[config.mk]
export PLATFORM = sky130hd
export DESIGN_NAME = rggen_register_access_arbiter
export DESIGN_NICKNAME = d
export VERILOG_FILES = /design/src/rtl/rggen_register_access_arbiter_pkg.sv /design/src/rtl/rggen_register_access_arbiter_rr_selector.sv /design/src/rtl/rggen_register_access_arbiter.sv
export SDC_FILE = /design/constraint.sdc
export NUM_CORES = 1
export LEC_CHECK = 0
export ABC_AREA = 1
export CAP_MARGIN = 20
export CORE_ASPECT_RATIO = 0.6
export CORE_MARGIN = 2
export CORE_UTILIZATION = 37
export CTS_CLUSTER_SIZE = 14
export DETAILED_ROUTE_END_ITERATION = 6
export GPL_ROUTABILITY_DRIVEN = 0
export HOLD_SLACK_MARGIN = 0.15
export PLACE_DENSITY = 0.79
export SETUP_SLACK_MARGIN = 0.3
export SKIP_LAST_GASP = 1
export SLEW_MARGIN = 15
export SYNTH_ARGS = -nofsm -noshare
export SYNTH_HDL_FRONTEND = slang
export SYNTH_SLANG_ARGS = --single-unit
[constraint.sdc]
create_clock -name i_clk -period 1.4 [get_ports i_clk]
set_input_delay 0.21 -clock i_clk [delete_from_list [all_inputs] [get_ports i_clk]]
set_output_delay 0.21 -clock i_clk [all_outputs]
set_load 0.01 [all_outputs]
[src/rtl/rggen_register_access_arbiter_pkg.sv]
// rggen_register_access_pkg: shared status/state encodings and round-robin pick for the register access arbiter
package rggen_register_access_pkg;
    typedef enum logic [1:0] {
        OKAY         = 2'd0,
        EXOKAY       = 2'd1,
        SLAVE_ERROR  = 2'd2,
        DECODE_ERROR = 2'd3
    } status_e;

    typedef enum logic {
        IDLE = 1'b0,
        BUSY = 1'b1
    } state_e;

    // Scanning offsets downwards leaves the requester closest to the pointer as the winner.
    function automatic int rr_next_index(input logic [31:0] request, input int pointer, input int hosts);
        int j;
        rr_next_index = pointer;
        for (int i = hosts - 1; i >= 0; i--) begin
            j = (pointer + i) % hosts;
            if (request[j]) rr_next_index = j;
        end
    endfunction
endpackage

[src/rtl/rggen_register_access_arbiter_rr_selector.sv]
// rggen_rr_selector: picks the first requester at or after the round-robin pointer
module rggen_rr_selector
    import rggen_register_access_pkg::*;
#(
    parameter int HOSTS = 2,
    parameter int IW    = (HOSTS > 1) ? $clog2(HOSTS) : 1
)(
    input  logic [HOSTS-1:0] request,
    input  logic [IW-1:0]    pointer,
    output logic [IW-1:0]    grant,
    output logic             any_request
);
    always_comb begin
        grant       = IW'(rr_next_index(32'(request), int'(pointer), HOSTS));
        any_request = |request;
    end
endmodule

[src/rtl/rggen_register_access_arbiter.sv]
// rggen_register_access_arbiter: round-robin sharing of one register-block bus port among several hosts
module rggen_register_access_arbiter
    import rggen_register_access_pkg::*;
#(
    parameter int HOSTS         = 2,
    parameter int ADDRESS_WIDTH = 16,
    parameter int BUS_WIDTH     = 32,
    parameter int TIMEOUT       = 0
)(
    input  logic                             i_clk,
    input  logic                             i_rst_n,
    input  logic [HOSTS-1:0]                 i_host_valid,
    input  logic [HOSTS-1:0]                 i_host_write,
    input  logic [HOSTS*ADDRESS_WIDTH-1:0]   i_host_address,
    input  logic [HOSTS*BUS_WIDTH-1:0]       i_host_write_data,
    input  logic [HOSTS*(BUS_WIDTH/8)-1:0]   i_host_strobe,
    output logic [HOSTS-1:0]                 o_host_ready,
    output logic [1:0]                       o_host_status,
    output logic [BUS_WIDTH-1:0]             o_host_read_data,
    output logic                             o_valid,
    output logic                             o_write,
    output logic [ADDRESS_WIDTH-1:0]         o_address,
    output logic [BUS_WIDTH-1:0]             o_write_data,
    output logic [BUS_WIDTH/8-1:0]           o_strobe,
    input  logic                             i_ready,
    input  logic [1:0]                       i_status,
    input  logic [BUS_WIDTH-1:0]             i_read_data
);
    localparam int IW = (HOSTS > 1) ? $clog2(HOSTS) : 1;
    localparam int SW = BUS_WIDTH / 8;
    localparam int CW = (TIMEOUT > 1) ? $clog2(TIMEOUT) : 1;
    localparam logic [CW-1:0] LIMIT = CW'((TIMEOUT > 0) ? TIMEOUT - 1 : 0);

    state_e        state;
    logic [IW-1:0] grant;
    logic [IW-1:0] rr_ptr;
    logic [IW-1:0] sel;
    logic [CW-1:0] count;
    logic          any_request;
    logic          timeout;
    logic          done;

    rggen_rr_selector #(
        .HOSTS (HOSTS)
    ) u_selector (
        .request     (i_host_valid),
        .pointer     (rr_ptr),
        .grant       (sel),
        .any_request (any_request)
    );

    // A real i_ready always beats the watchdog in the same cycle.
    always_comb begin
        o_valid          = state == BUSY;
        timeout          = (TIMEOUT > 0) && o_valid && !i_ready && count == LIMIT;
        done             = o_valid && (i_ready || timeout);
        o_host_ready     = done ? HOSTS'(1) << grant : '0;
        o_host_status    = done ? (i_ready ? i_status : SLAVE_ERROR) : OKAY;
        o_host_read_data = (done && i_ready && !o_write) ? i_read_data : '0;
    end

    always_ff @(posedge i_clk or negedge i_rst_n) begin
        if (!i_rst_n) begin
            state        <= IDLE;
            grant        <= '0;
            rr_ptr       <= '0;
            count        <= '0;
            o_write      <= 1'b0;
            o_address    <= '0;
            o_write_data <= '0;
            o_strobe     <= '0;
        end else if (state == IDLE) begin
            if (any_request) begin
                state        <= BUSY;
                grant        <= sel;
                count        <= '0;
                o_write      <= i_host_write[sel];
                o_address    <= i_host_address[sel*ADDRESS_WIDTH +: ADDRESS_WIDTH];
                o_write_data <= i_host_write_data[sel*BUS_WIDTH +: BUS_WIDTH];
                o_strobe     <= i_host_strobe[sel*SW +: SW];
            end
        end else if (done) begin
            state  <= IDLE;
            rr_ptr <= (grant == IW'(HOSTS - 1)) ? '0 : grant + IW'(1);
        end else begin
            count <= count + CW'(1);
        end
    end
endmodule

==> impl_results.md <==
- Outcome: complete, but fails checks
- Failing checks: negative setup slack
- Final period utilization: 1.23
- Setup Viol. Count Final: 72
- Hold WS: 255 ps
- Die ar.: 10600 um^2
- CP Class: flop to output port
- Post-Syn Instances: 543
- Slowest Stage Delay on Critical Path: 370 ps
- Max clock buf depth: 2
- Vias: 4357
- Routed Antenna Nets: 0
- Clock Sinks: 56
- Post-Layout Cell Count: 953
- Worst r2r src: o_valid
- Max-slew violation count: 0
- Drt drc: 0
- Syn avg cell area: 6.67 um^2
- Avg WL per Cell: 15.2 um
- Main combinational cell family by area after synthesis: simple AND/OR/NAND/NOR gates
- Max_slew headroom: 0.793
- Crit path capture type: output port
- Worst clock skew: 8.52 ps
- Clock Tree Root: clkbuf_16
- Type of the worst min-delay path: input port to flop
- Yosys cell types: 18
- P&R area growth vs syn: 100%
- Vias in the first global route: 4356
- Slowest cell on the critical path: dfrtp_1
- Port Buffers: 234
- Yosys warnings: 0
- Hold_sp: i_ready
- Critical path launch point type: flop
- Endpoints failing hold: 0
- Critical path peak fanout: 7
- Max cap viols: 0
- XOR/XNOR Fraction of Synth Area: 0
- Setup TNS: -9930 ps
- Most common cell on crit path: buf_6
- RSZ-0062 raised after global routing: yes
- Synth Cell Area: 3620 um^2
- Adder-Cell Fraction of Synth Area: 0
- Yosys reg bits: 56
- Simple-Gate Fraction of Synth Area: 0.396
- Setup slack after layout: -317 ps
- Routed WL: 14500 um
- Share of cells above drive strength 1: 0.298
- First-pass GRT wire length: 22300 um
- Place WS: -736 ps
- CTS Buf Count: 5
- Placed cells: 905
- Crit path DAT: 1510 ps
- First-pass DRT Iterations: 4
- Pin count of the biggest net entering global routing: 57
- Nets: 967
- Worst Max-Slew Pin Slew: 310 ps
- Core ar.: 9360 um^2
- Compound-Gate Fraction of Synth Area: 0.00656
- DIE WIDTH: 132 um
- Cells on Worst Hold Path: 2
- Static leakage: 3.87 nW
- FP Rows: 27
- GRT Total Usage: 0.268
- R2R depth: 10
- H-tree depth: 2
- Crit-path cells: nand2_2, or2_4, buf_6, buf_12, nor2_4, buf_6
- Peak Freq: 582 MHz
- CTS tree: built
- Vias per std cell: 4.57
- DR iter-0 viols: 173
- Antenna cells: 0
- Die height: 80.7 um
- Later-pin clock latency in the skew report: 290 ps
- I/O Pins: 235
- Starting density of the core: 0.387
- Initial antenna violation count: 0
- PD cells: 1410 nW/um^2
- Crit path from: o_valid
- DP HPWL: 9960 um
- Sequential share of the synthesized area: 0.387
- Req. time, crit path: 1190 ps
- VDD IR max: 0.804 mV
- Post-Syn Nets: 688
- Clock Pin Slew Worst Setup and Hold Paths: 70 ps
- Fraction of synthesized area in multiplexers: 0
- Tmin final: 1720 ps
- Total global routing overflow: 0
==> cells in the mapped netlist <==
library cell	number	area (um^2)
nor2_2	19	119
nand2_2	3	18.8
buf_4	1	7.51
inv_1	144	541
buf_12	1	20.0
o21ai_0	1	5.00
nand2_1	160	601
buf_2	20	100
nand2_4	1	11.3
o21ai_2	1	8.76
nor2_1	7	26.3
a21oi_1	2	10.0
nor2_4	11	124
inv_2	1	3.75
or2_1	1	6.26
nand3_1	106	531
dfrtp_1	56	1400
buf_6	8	90.1
==> cells in the final DEF, fill, tap and decap left out, types with 2 or more instances in the layout <==
cell type / n
nand3_4: 7
nand3_1: 80
dfrtp_1: 56
nand3_2: 19
dlygate4sd2_1: 2
inv_1: 143
nand2_1: 150
nor2_1: 3
clkdlybuf4s50_1: 141
buf_16: 14
buf_6: 28
buf_12: 19
buf_8: 2
clkbuf_16: 5
buf_4: 22
nand2_2: 13
nor2_4: 33
buf_2: 56
clkdlybuf4s15_2: 17
==> logic make-up (layout without fill, tap and decap cells) <==
logic type	Yosys count	after routing
simple gates	308	308
buf+inv	175	455
flops	56	56
compound gates	4	4
==> per-layer routing <==
layer / global-route usage / routed length (um) / vias to the layer above
met1: 0.335 / 6120 / 2026
met2: 0.473 / 7190 / 178
li1: - / - / 2138
met3: 0.0701 / 996 / 15
met5: 0 / 0 / -
met4: 0.0543 / 167 / 0
==> sequential cells by signal (all words and copies together), names as in the netlist <==
register      count
o_write_data     32
grant             1
o_address        16
o_valid           1
o_strobe          4
o_write           1
rr_ptr            1
==> stage by stage <==
step	utilization	instance area, um^2	total power [mW]
after floorplan	-	3750	5.22
after global placement	0.678	6350	8.05
after detailed placement	0.678	6350	8.17
after CTS	0.749	7010	9.93
after global routing	0.776	7260	10.9
final	0.776	7260	10.2
==> report_power, final <==
group	internal, mW	total, mW	leakage [nW]	switching [mW]
Clock	0.715	1.29	0.0701	0.575
Sequential	2.38	2.80	0.675	0.419
Combinational	3.08	6.15	3.13	3.07
==> cell type report <==
class,count,area (um^2)
clock buffers,7,143
repair buffers,302,3190
fillers,641,2100
inverters,145,552
multi-input cells,312,1810
well taps,130,163
flip-flops and latches,56,1400
clock inverters,1,7.51
==> worst max-delay path, delay by kind of cell, from the launching register on <==
family / cells / cell delay [ps]
flip-flops: 1 / 370
AND/OR/NAND/NOR: 3 / 440
buffers and inverters: 3 / 400
==> worst paths after layout <==
path	to	slack, ps
worst max-delay path	o_host_read_data[3]	-320
worst min-delay path	o_valid	250
worst max register to register	o_address[3]	-40
worst min register to register	o_write_data[31]	480
max in group asynchronous	o_write	690
min in group asynchronous	o_address[0]	440
==> timing repair <==
action,in CTS,in global routing
hold endpoints to repair,56,0
hold buffers,1,0
buffers inserted,18,7
setup endpoints to repair,144,93
pin swaps,12,16
gates resized for setup,414,45
cloned,14,0
No activity file was read; power rests on OpenSTA's default activity.
